<file path="config.mk">
export PLATFORM = sky130hd
export DESIGN_NAME = clk_divider_multi
export DESIGN_NICKNAME = d
export VERILOG_FILES = /design/src/rtl/clk_divider_multi.sv
export SDC_FILE = /design/constraint.sdc
export NUM_CORES = 1
export LEC_CHECK = 0
export BUFFER_PORTS_ARGS = -buffer_cell sky130_fd_sc_hd__buf_2
export CAP_MARGIN = 5
export CORE_MARGIN = 5
export CORE_UTILIZATION = 62
export CTS_CLUSTER_SIZE = 12
export DETAILED_ROUTE_END_ITERATION = 10
export PLACE_DENSITY = 0.88
export SYNTH_ARGS = -nofsm -noshare
export SYNTH_HDL_FRONTEND = slang
export SYNTH_SLANG_ARGS = --single-unit
</file>
<file path="constraint.sdc">
create_clock -name clk_in -period 4.55 [get_ports clk_in]
set_clock_uncertainty 0.1 [all_clocks]
set_input_delay 0.91 -clock clk_in [delete_from_list [all_inputs] [get_ports clk_in]]
set_output_delay 0.91 -clock clk_in [all_outputs]
set_load 0.05 [all_outputs]
</file>
<file path="src/rtl/clk_divider_multi.sv">
// Multi-channel programmable clock divider with glitch-free enable, deferred
// divisor updates, per-period tick strobes and a shared phase-align sync.
module clk_divider_multi #(
  parameter int NUM_CH    = 2,
  parameter int DIV_W     = 16,
  parameter int RESET_DIV = 2
) (
  input  logic                    clk_in,
  input  logic                    rst_n,
  input  logic [NUM_CH-1:0]       en,
  input  logic                    sync,
  input  logic [NUM_CH*DIV_W-1:0] div_in,
  input  logic [NUM_CH-1:0]       div_we,
  output logic [NUM_CH-1:0]       clk_out,
  output logic [NUM_CH-1:0]       tick,
  output logic [NUM_CH-1:0]       div_pend
);

  localparam int                RST_EFF = (RESET_DIV < 2) ? 2 : RESET_DIV;
  localparam logic [DIV_W-1:0]  RST_DIV = DIV_W'(RST_EFF);
  localparam logic [DIV_W-1:0]  ONE     = DIV_W'(1);
  localparam logic [DIV_W-1:0]  TWO     = DIV_W'(2);

  // Divisors 0 and 1 are stored verbatim but run as 2.
  function automatic logic [DIV_W-1:0] eff_div(input logic [DIV_W-1:0] d);
    return (d < TWO) ? TWO : d;
  endfunction

  for (genvar k = 0; k < NUM_CH; k++) begin : g_ch
    logic             run;
    logic             clk_q;
    logic             tick_q;
    logic             pend_q;
    logic [DIV_W-1:0] cnt;
    logic [DIV_W-1:0] div_act;
    logic [DIV_W-1:0] div_nxt;
    logic [DIV_W-1:0] din;
    logic [DIV_W-1:0] neff;
    logic [DIV_W-1:0] half;
    logic             last;
    logic             start;

    assign din   = div_in[k*DIV_W +: DIV_W];
    assign neff  = eff_div(div_act);
    assign half  = neff >> 1;
    assign last  = (cnt == neff - ONE);
    // sync only restarts channels that are enabled; an idle enabled channel starts anyway
    assign start = en[k] && (!run || sync || last);

    always_ff @(posedge clk_in or negedge rst_n) begin
      if (!rst_n) begin
        run     <= 1'b0;
        clk_q   <= 1'b0;
        tick_q  <= 1'b0;
        pend_q  <= 1'b0;
        cnt     <= '0;
        div_act <= RST_DIV;
        div_nxt <= RST_DIV;
      end else if (start) begin
        run    <= 1'b1;
        clk_q  <= 1'b1;
        tick_q <= 1'b1;
        cnt    <= '0;
        if (div_we[k]) begin
          div_act <= din;
          pend_q  <= 1'b0;
        end else if (pend_q) begin
          div_act <= div_nxt;
          pend_q  <= 1'b0;
        end
      end else begin
        tick_q <= 1'b0;
        if (div_we[k]) begin
          div_nxt <= din;
          pend_q  <= 1'b1;
        end
        if (!run) begin
          clk_q <= 1'b0;
          cnt   <= '0;
        end else if (last) begin
          // period finished with en low: park with the output low
          run   <= 1'b0;
          clk_q <= 1'b0;
          cnt   <= '0;
        end else begin
          if (cnt == half - ONE) clk_q <= 1'b0;
          cnt <= cnt + ONE;
        end
      end
    end

    assign clk_out[k]  = clk_q;
    assign tick[k]     = tick_q;
    assign div_pend[k] = pend_q;
  end

endmodule

</file>
# Word-level counts from Yosys, hierarchy flattened
# Cells that the tools add are included.
classes:
  add_sub_neg: 6
  n_lt_le_gt_ge: 2
  eq_ne: 6
  n_mux: 32
  bitwise_logic: 2
  reduce_logical: 16
ops:
  columns: ["cell", "n"]
  rows:
  - ["16-bit two-way mux", 12]
  - ["16-bit == test", 4]
  - ["16-bit by 1-bit adder with 16-bit output, second input constant", 2]
  - ["16-bit by 2-bit < comparator with 1-bit output, second input constant", 2]
  - ["15-bit by 1-bit subtractor with 16-bit output, second input constant", 2]
  - ["16-bit by 1-bit subtractor with 16-bit output, second input constant", 2]
  - ["1-bit two-way mux", 20]
  - ["4-bit by 1-bit inequality test with 1-bit output, second input constant", 2]
  - ["2-bit AND reduction", 4]
  - ["2-bit nonzero test", 4]
  - ["1-bit logical OR", 4]
  - ["1-bit logical AND", 2]
  - ["1-bit logical NOT", 2]
  - ["1-bit NOT", 2]
totals:
  ff_bits: 104
  output_inout_bits: 6
  wordCells: 78

# Logic depth before layout (Yosys ltp)
# Gate-level depths: netlist of the first run.
logic_depth:
  depth_word: 8
  ltp_mapped: 18
  mapped_depth_nobuf: 15

# Worst setup path before layout of the first run
# OpenSTA, ideal clock, no wires.
synth_path:
  path_kind: "reg-to-reg"
  startpoint: "register g_ch[0].div_act[10]"
  endpoint: "register g_ch[0].div_nxt[10]"
  t_arrival_ns: 3.977
  t_required_ns: 4.325
  slack_ns: 0.349
  path_stages_with_launch: 17
  path_cell_list: "dfrtp_1 -> clkbuf_1 -> nor4_4 -> nand4_1 -> o21a_1 -> inv_2 -> ha_1 -> nor3b_1 -> nand4_1 -> a21oi_1 -> a41o_1 -> o211ai_1 -> a2111o_1 -> a211o_1 -> nand2_1 -> buf_4 -> mux2_2"
synth_via:
  elab_chain_cells: 8
synth_rtl:
  columns: ["element", "line", "text"]
  rows:
  - ["start, declared", "35", "logic [DIV_W-1:0] div_act;"]
  - ["start signal, assigned", "65", "div_act <= din;"]
  - ["start signal, assigned", "68", "div_act <= div_nxt;"]
  - ["16-bit by 2-bit < comparator with 1-bit output", "26", "return (d < TWO) ? TWO : d;"]
  - ["16-bit two-way mux *", "26", null]
  - ["16-bit by 1-bit subtractor with 16-bit output *", "46", "assign last = (cnt == neff - ONE);"]
  - ["16-bit == test *", "46", null]
  - ["1-bit logical OR *", "48", "assign start = en[k] && (!run || sync || last);"]
  - ["1-bit logical AND *", "48", null]
  - ["1-bit NOT (no source line) *", null, null]
  - ["2-bit AND reduction (no source line) *", null, null]
  - ["end signal, assigned", "74", "div_nxt <= din;"]
  - ["end, declared", "36", "logic [DIV_W-1:0] div_nxt;"]
# Mark *: on every way between the ends. The rest lies on a longest branch, timed or not.
# A chain may end at the register's enable or synchronous reset.

# Final worst setup path of the first run
layout_path:
  startpoint: "register g_ch[0].div_act[4]"
  endpoint: "register g_ch[0].div_nxt[6]"
# Same word-level chain as after synthesis.

==> summary.md, run 1 <==
| Metric | Value |
|---|---|
| GRT Util Overall | `26.02%` |
| PwrDens | `477.3 nW/um^2` |
| Post-Synth Adder-Cell Area | `1.098%` |
| CTS H-tree lvls | `3` |
| Yosys reg bits | `104` |
| Ys flop type | `dfrtp_1` |
| Synth Area in Compound Gates | `12.61%` |
| CTS Hold Bufs | `0` |
| Die Wd | `115.0 um` |
| Hold Violations, Final | `0` |
| Part of the Yosys area used for sequential elements | `38.14%` |
| Drt pass-1 iters | `6` |
| Endpoints failing setup | `0` |
| Asr flop ratio synth | `100.0%` |
| Post-synthesis mux area share | `6.698%` |
| Worst slew margin | `49.82%` |
| FF-to-FF Start | `g_ch[0].div_act[4]` |
| Pwr Total | `3.603 mW` |
| Vias after detailed routing | `5810` |
| EDFF count, synth | `0` |
| CP cell instances | `nor4_4 -> nand4_1 -> o21a_2 -> inv_4 -> ha_1 -> nor3b_1 -> buf_4 -> nand4_1 -> a21oi_1 -> a41o_1 -> o211ai_1 -> a2111o_1 -> a211o_2 -> nand2_1 -> buf_6 -> mux2_2` |
| CP Data Arrival Time | `4570 ps` |
| Number of port buffers | `44` |
| Max Cap Viol | `0` |
| Row count | `38` |
| Simple-gate share of the synthesized area | `22.60%` |
| DR iter-0 viols | `631` |
| Tcrit/Tclk final | `96.49%` |
| XOR/XNOR Fraction of Synth Area | `12.81%` |
| Slew at the pin with the worst max-slew slack | `752.7 ps` |
| Vias in the first global route | `5755` |
| Via/cell ratio | `6.322` |
| CP Data Required Time | `4730 ps` |
| Initial core utilization | `63.07%` |
| Crit. End Element | `flip-flop` |
| I/O pin total | `45` |
| Diode count | `0` |
| Slowest stage delay, CP | `460 ps` |
| Area of the multi-input gates | `3880 um^2` |
| Post-Syn Area | `6837 um^2` |
| Cells after Synth | `749` |
| Leading area contributor after synthesis | `dfrtp_1` |
| Global-route wire length before repair | `27610 um` |
| CORE AREA | `10840 um^2` |
| Setup crit start kind | `flip-flop` |
| Slowest library cell on the worst path | `a2111o_1` |
| Syn Area/Cell | `9.128 um^2` |
| R2R cell count | `16` |
| Die area | `13230 um^2` |
| CP Max Fanout | `16` |
| DP HPWL | `11990 um` |
| Fill cells | `798` |
| Total grt overflow | `0` |
| Synth warn | `0` |
| Outcome | `finished, final reports clean` |
| Max Root-Sink Buffers | `2` |
| Largest family of logic cells by synthesized area | `simple AND/OR/NAND/NOR gates` |
| Crit Path Class | `reg -> reg` |
| Initial antenna violation count | `0` |
| Net Count, Synth | `794` |
| Most used cell along the critical path | `nand4_1` |
| Fin cells | `919` |
| Peak supply drop | `0.0002836 V` |
| Sequential Area | `2611 um^2` |
| Clock root cell | `clkbuf_8` |
| P&R area growth vs syn | `10.40%` |
| CTS tree | `built` |
| Clock slew at reported path FFs | `100 ps` |
| Tmin final | `4390 ps` |
| Synth cell types | `66` |
| Pin count of the biggest net entering global routing | `50` |
| DRC | `0` |
| Fmax | `0.2278 GHz` |
| RePlAce Congestion | `0.9438` |
| Final WL | `16630 um` |
| Worst min path class | `in -> async` |
| Leakage | `3.254 nW` |
| Antenna viol nets, final | `0` |
| Die height | `115.0 um` |
| Placed Cells | `896` |
| Clk Latency, worst-skew pair | `400 ps` |
| Reg2reg end | `g_ch[0].div_nxt[6]` |
| Clk sink count | `104` |
| Fraction of layout cells with a size suffix above 1 | `20.80%` |
| Nets | `820` |
| Area share of the largest cell type after synthesis | `36.60%` |
| WL per Instance | `18.09 um` |
| Inserted Clock Buffers | `9` |
| Top post-synthesis cells by area | `dfrtp_1 37%, xnor2_1 7.7%, xor2_1 5.1%` |
| Reg2reg setup slack | `160 ps` |
| Final Max Slew Viols | `0` |
## what timing repair did
item / in CTS / in global routing
pin swaps: 1 / 4
setup endpoints to repair: 42 / 93
buffers inserted: 1 / 7
resized for setup: 5 / 16
## sequential cells by signal, summed over array words and instances, names as in the netlist
register	count
g_ch.clk_q	2
g_ch.cnt	32
g_ch.div_act	32
g_ch.div_nxt	32
g_ch.pend_q	2
g_ch.run	2
g_ch.tick_q	2
## cells by family after synthesis
family                     Yosys count
AOI/OAI and AO/OA                  127
xor gates and xnor gates           100
adders and majority gates            6
buffers and inverters               98
DFF                                104
muxes                               38
and+or+nand+nor                    276
## cells in the mapped netlist, types with 5 or more instances
| cell | n |
|---|---|
| dfrtp_1 | 100 |
| xnor2_1 | 60 |
| nand2_1 | 55 |
| nor2_1 | 52 |
| clkbuf_1 | 50 |
| nand3_1 | 42 |
| xor2_1 | 40 |
| o21ai_0 | 28 |
| inv_1 | 26 |
| a31oi_1 | 21 |
| o22ai_1 | 19 |
| mux2_2 | 18 |
| and2_1 | 17 |
| nor3b_1 | 17 |
| nand4b_1 | 15 |
| and3_1 | 13 |
| a21oi_1 | 12 |
| nor4_1 | 12 |
| nor3_1 | 11 |
| mux2_4 | 10 |
| nand4_1 | 10 |
| buf_2 | 9 |
| buf_4 | 7 |
| ha_1 | 6 |
| mux2i_1 | 6 |
| a211oi_1 | 5 |
| a21o_1 | 5 |
| nand3b_1 | 5 |
## report_power, final
part / switching (mW) / total [mW] / internal [mW]
Combinational: 0.881 / 1.61 / 0.725
Clock: 0.327 / 0.654 / 0.327
Sequential: 0.233 / 1.34 / 1.11
Total: 1.44 / 3.60 / 2.16
## critical path, delay by kind of cell, from the launching register on
| kind | cells | cell delay (ps) |
|---|---|---|
| AO/OA/AOI/OAI | 6 | 1610 |
| adder cells (fa/ha/maj) | 1 | 190 |
| buffers and inverters | 3 | 510 |
| flip-flops | 1 | 420 |
| multiplexers | 1 | 370 |
| AND/OR/NAND/NOR | 5 | 1080 |
## cell type report
type,count,share of cell area (%)
multi-input cells,547,51.41
flip-flops and latches,104,34.60
repair buffers,85,7.245
well taps,140,2.321
clock buffers,10,1.824
inverters,28,1.459
clock inverters,5,1.144
## worst max-delay path by stage
stage | start | to | slack [ps]
floorplan | g_ch[0].div_act[10] | g_ch[0].div_nxt[10] | 350
global placement | g_ch[0].div_act[9] | g_ch[0].div_nxt[15] | 60
detailed placement | g_ch[0].div_act[9] | g_ch[0].div_nxt[6] | -50
CTS | g_ch[1].div_act[11] | g_ch[1].cnt[2] | 50
global route | g_ch[0].div_act[4] | g_ch[0].div_nxt[6] | -80
finish | g_ch[0].div_act[4] | g_ch[0].div_nxt[6] | 160
## per-stage QoR
step                cell area (um^2)  utilization, %  TNS, ps  hold slack, ps  worst slack, ps
floorplan                       6837               -        0           363.4            348.6
global placement                7174           66.18        0           375.8            63.45
detailed placement              7174           66.18   -490.1           380.8           -50.75
CTS                             7428           68.52        0           404.6            46.97
global route                    7547           69.62   -925.1           434.5           -76.32
finish                          7547           69.62        0           402.2            159.6
## placed cells by master, fill, tap and decap left out, types with 3 or more instances in the layout
| cell | instances |
|---|---|
| o21ai_0 | 28 |
| mux2_2 | 18 |
| nor3_1 | 11 |
| nand4b_1 | 15 |
| xor2_1 | 40 |
| and3_1 | 13 |
| dfrtp_2 | 3 |
| a311oi_1 | 3 |
| nand3_1 | 42 |
| nor3b_1 | 16 |
| nand3b_1 | 5 |
| nand2_1 | 55 |
| buf_4 | 40 |
| nor2b_1 | 3 |
| mux2i_1 | 6 |
| buf_2 | 43 |
| dfstp_2 | 4 |
| clkbuf_8 | 10 |
| nor2_1 | 51 |
| or4_1 | 4 |
| xnor2_1 | 60 |
| mux2_1 | 4 |
| a211oi_1 | 5 |
| dfrtp_1 | 97 |
| ha_1 | 5 |
| a21o_1 | 5 |
| inv_1 | 26 |
| a21oi_1 | 11 |
| nor4_1 | 11 |
| o21a_1 | 3 |
| nand4_1 | 10 |
| a31oi_1 | 21 |
| mux2_4 | 10 |
| o22ai_1 | 19 |
| nor4_4 | 4 |
| or3_1 | 3 |
| nand2b_1 | 3 |
| and2_1 | 17 |
| a41oi_1 | 4 |
## routing by layer
metal	vias up	wire [um]	track usage [%]
li1	2694	-	-
met2	265	8114	41.71
met5	-	0	0
met1	2803	6977	34.81
met4	0	491	11.58
met3	48	1045	4.368
Note: power is estimated with default switching activity, not from simulation.
==> inputs of run 2 (changes only) <==
==> constraint.sdc (replaced) <==
create_clock -name clk_in -period 5 [get_ports clk_in]
set_clock_uncertainty 0.1 [all_clocks]
set_input_delay 1 -clock clk_in [delete_from_list [all_inputs] [get_ports clk_in]]
set_output_delay 1 -clock clk_in [all_outputs]
set_load 0.05 [all_outputs]
==> summary.md, run 2 (same netlist as run 1, synthesis figures left out) <==
| Metric | Value |
|---|---|
| CORE AREA | `10840 um^2 (unchanged)` |
| DRC | `0 (unchanged)` |
| CTS Hold Bufs | `0 (unchanged)` |
| Clock root cell | `clkbuf_8` |
| Vias after detailed routing | `5652 (-2.7%)` |
| RePlAce Congestion | `0.9534 (+1.0%)` |
| DP HPWL | `11630 um (-3.0%)` |
| Most frequent cells in the layout | `100 x dfrtp_1, 60 x xnor2_1, 55 x nand2_1` |
| CP Data Arrival Time | `4830 ps (+260 ps)` |
| Crit. End Element | `flip-flop` |
| Leakage | `3.131 nW (-3.8%)` |
| CP Buf/Inv Count | `1 (-2)` |
| Row count | `38 (unchanged)` |
| Hold Violations, Final | `0 (unchanged)` |
| Inserted Clock Buffers | `9 (unchanged)` |
| Outcome | `finished, final reports clean` |
| Gate power share | `40.7% (-3.9 points)` |
| Antenna viol nets, final | `0 (unchanged)` |
| Peak supply drop | `0.0003839 V (+35%)` |
| Total grt overflow | `0 (unchanged)` |
| WL per Instance | `17.63 um (-2.6%)` |
| Slew at the pin with the worst max-slew slack | `1093 ps (+340.5 ps)` |
| CP Max Fanout | `16 (unchanged)` |
| Setup crit start kind | `flip-flop` |
| GRT Util Overall | `25.25% (-0.77 points)` |
| PwrDens | `429.0 nW/um^2 (-10%)` |
| Diode count | `0 (unchanged)` |
| Die Wd | `115.0 um (unchanged)` |
| Fill cells | `821 (+2.9%)` |
| Max Root-Sink Buffers | `2 (unchanged)` |
| Die height | `115.0 um (unchanged)` |
| Pwr Total | `3.132 mW (-13%)` |
| DR iter-0 viols | `508 (-19%)` |
| Vias in the first global route | `5395 (-6.3%)` |
| CP cell instances | `nor4_2 -> nand4_1 -> nor2_1 -> nor2_1 -> ha_1 -> or3b_1 -> nor2_2 -> and3_1 -> mux2i_1 -> a31oi_1 -> a2111o_1 -> a211o_1 -> nand2_1 -> buf_4 -> mux2_1` |
| # resized after CTS | `0 (-5)` |
| Worst min path class | `reg -> reg` |
| Pre-CTS setup slack | `213.9 ps (+264.7 ps)` |
| Clock power frac | `18.4% (+0.3 points)` |
| Number of port buffers | `44 (unchanged)` |
| Reg2reg setup slack | `340 ps (+180 ps)` |
| Pin count of the biggest net entering global routing | `74 (+48%)` |
| Most used cell along the critical path | `nor2_1` |
| Tcrit/Tclk final | `93.12% (-3.4 points)` |
| Nets | `798 (-2.7%)` |
| Worst slew margin | `27.12% (-23 points)` |
| Regs by FF count | `g_ch.cnt: 32 flops, g_ch.div_act: 32 flops, g_ch.div_nxt: 32 flops` |
| I/O pin total | `45 (unchanged)` |
| Die area | `13230 um^2 (unchanged)` |
| P&R area growth vs syn | `6.808%` |
| RSZ-0062 raised after global routing | `no` |
| Fmax | `0.2148 GHz (-5.7%)` |
| Commonest non-fill, non-tap cell in the layout | `dfrtp_1` |
| Net Sw Frac | `40.18% (+0.20 points)` |
| Tmin final | `4656 ps (+265.8 ps)` |
| Clk sink count | `104 (unchanged)` |
| CTS tree | `built` |
| CP Data Required Time | `5180 ps (+450 ps)` |
| Via/cell ratio | `6.294 (-0.44%)` |
| Drt pass-1 iters | `7 (+1)` |
| Worst setup margin | `343.9 ps (+184.2 ps)` |
| CTS H-tree lvls | `3 (unchanged)` |
| Initial antenna violation count | `0 (unchanged)` |
| Sequential share of power | `40.9% (+3.6 points)` |
| Crit-path leading delay family | `simple AND/OR/NAND/NOR gates` |
| Crit Path Class | `reg -> reg` |
| # Post-CTS Setup Buffers | `0 (-1)` |
| Clock slew at reported path FFs | `100 ps (about the same)` |
| NetSw | `1.259 mW (-13%)` |
| Slowest stage delay, CP | `590 ps (+130 ps)` |
| Slowest library cell on the worst path | `dfrtp_1` |
| Final Max Slew Viols | `0 (unchanged)` |
| Global-route wire length before repair | `26960 um (-2.3%)` |
| Max Cap Viol | `0 (unchanged)` |
| Fraction of layout cells with a size suffix above 1 | `17.02% (-3.8 points)` |
| Internal Power | `1.874 mW (-13%)` |
| Setup_tns | `0 ps (unchanged)` |
| Initial core utilization | `63.07% (unchanged)` |
| Clk Latency, worst-skew pair | `390 ps (about the same)` |
| Endpoints failing setup | `0 (unchanged)` |
| Final WL | `15830 um (-4.8%)` |
run 2: cell types whose count changed in the layout (fill, tap and decap cells not counted), moves of 2 or more:
cell / delta
clkinv_2: +2
inv_4: -2
dfrtp_1: +3
clkbuf_1: +2
buf_4: -20
dfrtp_2: -3
nor4_4: -2
inv_6: -2
run 2: metrics by stage:
stage | hold slack (ps) | instances | utilization (%) | cell area [um^2]
detailed placement | 386.2 | 882 | 65.21 | 7069
CTS | 401.3 | 898 | 67.19 | 7283
global route | 428.6 | 898 | 67.36 | 7302
finish | 403.1 | 898 | 67.36 | 7302
floorplan | 363.4 | 749 | - | 6837
global placement | 373.7 | 882 | 65.21 | 7069
run 2: per-layer routing:
metal / global-route usage [%] / up-vias / share of wire [%]
li1: - / 2654 / -
met1: 36.43 / 2729 / 45
met2: 38.08 / 237 / 46
met3: 6.263 / 32 / 7.2
met4: 7.042 / 0 / 1.7
met5: 0 / - / 0
run 2: area by class of cell:
type                            instances  area, um^2  share of cell area (%)
Clock buffer                           11       131.4                   1.799
Clock inverter                          5       82.58                   1.131
Timing Repair Buffer                   63       365.4                   5.003
Tap cell                              140       175.2                   2.399
Multi-Input combinational cell        547        3834                   52.50
Inverter                               28       106.4                   1.456
Sequential cell                       104        2608                   35.71
run 2: tightest hold or removal path: stages, from the launching register on:
cell	delay (ps)
dfstp_2	370
inv_1	50
o22ai_1	80
run 2: final timing paths:
check / from / to / cells past startpoint
worst max-delay path: g_ch[0].div_act[6] / g_ch[0].div_nxt[12] / 15
min in group asynchronous: rst_n / g_ch[1].cnt[4] / 1
worst min register to register: g_ch[1].div_nxt[1] / g_ch[1].div_nxt[1] / 2
worst min-delay path: g_ch[1].div_nxt[1] / g_ch[1].div_nxt[1] / 2
max in group asynchronous: rst_n / g_ch[0].div_nxt[1] / 2
worst max register to register: g_ch[0].div_act[6] / g_ch[0].div_nxt[12] / 15
run 2: power groups by stage:
stage | Combinational (mW) | Sequential, mW | Clock [mW]
6_report | 1.27 | 1.28 | 0.576
5_1_grt | 1.40 | 1.31 | 0.619
4_1_cts | 1.25 | 1.27 | 0.588
3_5_place_dp | 1.25 | 1.29 | 0
3_3_place_gp | 1.19 | 1.28 | 0
2_1_floorplan | 1.10 | 1.11 | 0
==> inputs of run 3 (changes only) <==
--- a/config.mk
+++ b/config.mk
@@ -5,9 +5,10 @@
 export SDC_FILE = /design/constraint.sdc
 export NUM_CORES = 1
 export LEC_CHECK = 0
+export ABC_AREA = 1
 export BUFFER_PORTS_ARGS = -buffer_cell sky130_fd_sc_hd__buf_2
 export CAP_MARGIN = 5
-export CORE_MARGIN = 5
+export CORE_MARGIN = 2
 export CORE_UTILIZATION = 62
 export CTS_CLUSTER_SIZE = 12
 export DETAILED_ROUTE_END_ITERATION = 10
==> summary.md, run 3 <==
| Metric | Value |
|---|---|
| Vias after detailed routing | `5676 (+0.42%)` |
| Final Cell Area | `7247 um^2 (-0.75%)` |
| Area share of the largest cell type after synthesis | `36.22% (-0.38 points)` |
| Synth cell types | `40 (-39%)` |
| Ys flop type | `dfrtp_1` |
| Final WL | `14360 um (-9.3%)` |
| Metal2 WL | `6378 um (-12%)` |
| Fill cells | `891 (+8.5%)` |
| Setup_tns | `0 ps (unchanged)` |
| Final Max Slew Viols | `0 (unchanged)` |
| Crit Path Class | `reg -> reg` |
| PwrDens | `340.0 nW/um^2 (-21%)` |
| P&R area growth vs syn | `4.890%` |
| Die Wd | `109.6 um (-4.7%)` |
| Most frequent cell after synthesis | `nand2_1` |
| Max Used Layer | `met4` |
| Max Root-Sink Buffers | `2 (unchanged)` |
| Regs by FF count | `g_ch.cnt: 32 flops, g_ch.div_act: 32 flops, g_ch.div_nxt: 32 flops` |
| Setup crit start kind | `flip-flop` |
| Die height | `109.6 um (-4.7%)` |
| DP HPWL | `10490 um (-9.8%)` |
| Leakage | `3.552 nW (+13%)` |
| Leading area contributor after synthesis | `dfrtp_1` |
| CTS H-tree lvls | `3 (unchanged)` |
| Clock slew at reported path FFs | `110 ps (about the same)` |
| Vias in the first global route | `5242 (-2.8%)` |
| I/O pin total | `45 (unchanged)` |
| Gate power share | `34.0% (-6.7 points)` |
| Initial antenna violation count | `0 (unchanged)` |
| Pwr Total | `2.464 mW (-21%)` |
| Max Cap Viol | `0 (unchanged)` |
| Pre-CTS setup slack | `1138 ps (+924.4 ps)` |
| Part of the Yosys area used for sequential elements | `37.74% (-0.40 points)` |
| Outcome | `finished, final reports clean` |
| Fin util | `66.85% (-0.51 points)` |
| Commonest non-fill, non-tap cell in the layout | `nand2_1` |
| GRT Util Overall | `25.98% (+0.74 points)` |
| Crit. End Element | `flip-flop` |
| Diode count | `0 (unchanged)` |
| NetSw | `0.9627 mW (-24%)` |
| Row count | `38 (unchanged)` |
| Placed cell areas | `7058 um^2 (-0.16%)` |
| Pin count of the biggest net entering global routing | `73 (-1.4%)` |
| Most frequent cells in the layout | `222 x nand2_1, 100 x dfrtp_1, 89 x nand3_1` |
| Clk Latency, worst-skew pair | `380 ps (about the same)` |
| Peak supply drop | `0.0001889 V (-51%)` |
| CP Max Fanout | `20 (+4)` |
| Met3 WL | `870 um (-23%)` |
| Cells after Synth | `865 (+15%)` |
| Commonest cells in the synthesized netlist | `222 x nand2_1, 100 x dfrtp_1, 89 x nand3_1` |
| EDFF count, synth | `0 (unchanged)` |
| Worst setup margin | `1031 ps (+686.7 ps)` |
| CTS Hold Bufs | `0 (unchanged)` |
| # Post-CTS Setup Buffers | `0 (unchanged)` |
| Slew at the pin with the worst max-slew slack | `886.9 ps (-206.3 ps)` |
| Asr flop ratio synth | `100.0% (unchanged)` |
| CP Data Arrival Time | `4190 ps (-640 ps)` |
| Number of port buffers | `44 (unchanged)` |
| Tmin final | `3969 ps (-686.7 ps)` |
| Drt pass-1 iters | `5 (-2)` |
| Fmax | `0.2519 GHz (+17%)` |
| Net Count, Synth | `910 (+15%)` |
| Synth warn | `0 (unchanged)` |
| Fraction of layout cells with a size suffix above 1 | `16.18% (-0.84 points)` |
| Total grt overflow | `0 (unchanged)` |
| CP Data Required Time | `5220 ps (+40 ps)` |
| Initial core utilization | `63.73% (+0.67 points)` |
| WL per Instance | `14.02 um (-20%)` |
| Endpoints failing setup | `0 (unchanged)` |
| CORE AREA | `10840 um^2 (unchanged)` |
| Post-Syn Area | `6909 um^2 (+1.1%)` |
| Yosys reg bits | `104 (unchanged)` |
| R2R cell count | `25 (+10)` |
| Global-route wire length before repair | `24650 um (-8.6%)` |
| Inserted Clock Buffers | `9 (unchanged)` |
| RSZ-0062 raised after global routing | `no` |
| Worst min path class | `reg -> reg` |
| Internal Power | `1.501 mW (-20%)` |
| Clock power frac | `21.0% (+2.6 points)` |
| DR iter-0 viols | `378 (-26%)` |
| Nets | `924 (+16%)` |
| Hold Violations, Final | `0 (unchanged)` |
| Syn Area/Cell | `7.987 um^2 (-12%)` |
| Clk sink count | `104 (unchanged)` |
| Die area | `12000 um^2 (-9.2%)` |
| Sequential share of power | `45.0% (+4.1 points)` |
| Top post-synthesis cells by area | `dfrtp_1 36%, nand2_1 12%, xor2_1 11%` |
| DRC | `0 (unchanged)` |
| Antenna viol nets, final | `0 (unchanged)` |
| RePlAce Congestion | `0.9694 (+1.7%)` |
| CTS tree | `built` |
| Worst slew margin | `40.87% (+14 points)` |
| Hold path cells | `2 (unchanged)` |
| Via/cell ratio | `5.543 (-12%)` |
| Tcrit/Tclk final | `79.39% (-14 points)` |
| Routed met1 length | `6947 um (-2.7%)` |
| Net Sw Frac | `39.07% (-1.1 points)` |
| # resized after CTS | `0 (unchanged)` |
| Clock root cell | `clkbuf_8` |
## run 3: cell types whose count changed after synthesis, moves of 20 or more
cell / previous run / this run
nand2_1: 55 / 222
nand3_1: 42 / 89
xor2_1: 40 / 84
clkbuf_1: 50 / 12
xnor2_1: 60 / 23
inv_1: 26 / 58
a31oi_1: 21 / 0
nand4_1: 10 / 30
## run 3: logic make-up (layout without fill, tap and decap cells)
logic type      count (synthesis)  in the layout  share of synthesized area [%]
simple gates                  486            486                          32.65
fa+ha+maj                       6              6                          1.087
mux                            32             32                          5.216
buf+inv                       105            124                          7.135
compound gates                 23             23                          1.956
flops                         104            104                          37.74
xor+xnor                      109            109                          14.22
## run 3: final cells by class
cell class                      count  area [um^2]  share of cell area [%]
Timing Repair Buffer               45        230.2                   3.177
Inverter                           63        236.5                   3.263
Clock buffer                       11        141.4                   1.951
Multi-Input combinational cell    656         3809                   52.56
Sequential cell                   104         2608                   35.98
Clock inverter                      5        47.55                  0.6561
Tap cell                          140        175.2                   2.417
## run 3: worst paths after layout
kind,start,to,slack [ps]
max reg2reg,g_ch[1].div_act[7],g_ch[1].div_nxt[12],1030
min in group asynchronous,rst_n,g_ch[1].div_nxt[4],610
min,g_ch[0].div_nxt[1],g_ch[0].div_nxt[1],370
max,g_ch[1].div_act[7],g_ch[1].div_nxt[12],1030
min reg2reg,g_ch[0].div_nxt[1],g_ch[0].div_nxt[1],370
max in group asynchronous,rst_n,g_ch[0].div_nxt[1],3200
## run 3: power by group through the flow
stage	Combinational, mW	Clock [mW]	Sequential (mW)
floorplan	0.716	0	1.06
global placement	0.804	0	1.11
detailed placement	0.825	0	1.12
CTS	0.831	0.518	1.11
global route	0.953	0.558	1.13
finish	0.837	0.518	1.11
## run 3: per-layer routing
| metal | vias up | track usage [%] |
|---|---|---|
| met2 | 174 | 38.10 |
| met3 | 15 | 4.683 |
| li1 | 2808 | - |
| met4 | 0 | 7.414 |
| met1 | 2679 | 39.44 |
| met5 | - | 0 |
## run 3: worst max-delay path: stages, from the launching register on
cell and delay (ps):
dfrtp_1 590, nor2_4 70, nand2_2 100, nor2_4 40
nand2_4 110, nand2_1 130, inv_1 120, ha_1 370
inv_1 110, nor2_2 190, nand2_2 110, inv_2 100
nand2_1 50, nand2_1 70, nand2_1 50, nand2_1 50
nand2_1 50, nor2_1 80, nand2_1 70, nor2_2 120
nand2_1 120, nand2_4 200, nand2_2 310, nand2_2 380
nand2_1 120, nand2_1 80
## run 3: per-stage QoR
step | instances | hold slack, ps
5_1_grt | 1024 | 394.9
6_report | 1024 | 371.6
3_5_place_dp | 1008 | 355.4
2_1_floorplan | 865 | 338.0
4_1_cts | 1024 | 374.4
3_3_place_gp | 1008 | 349.6
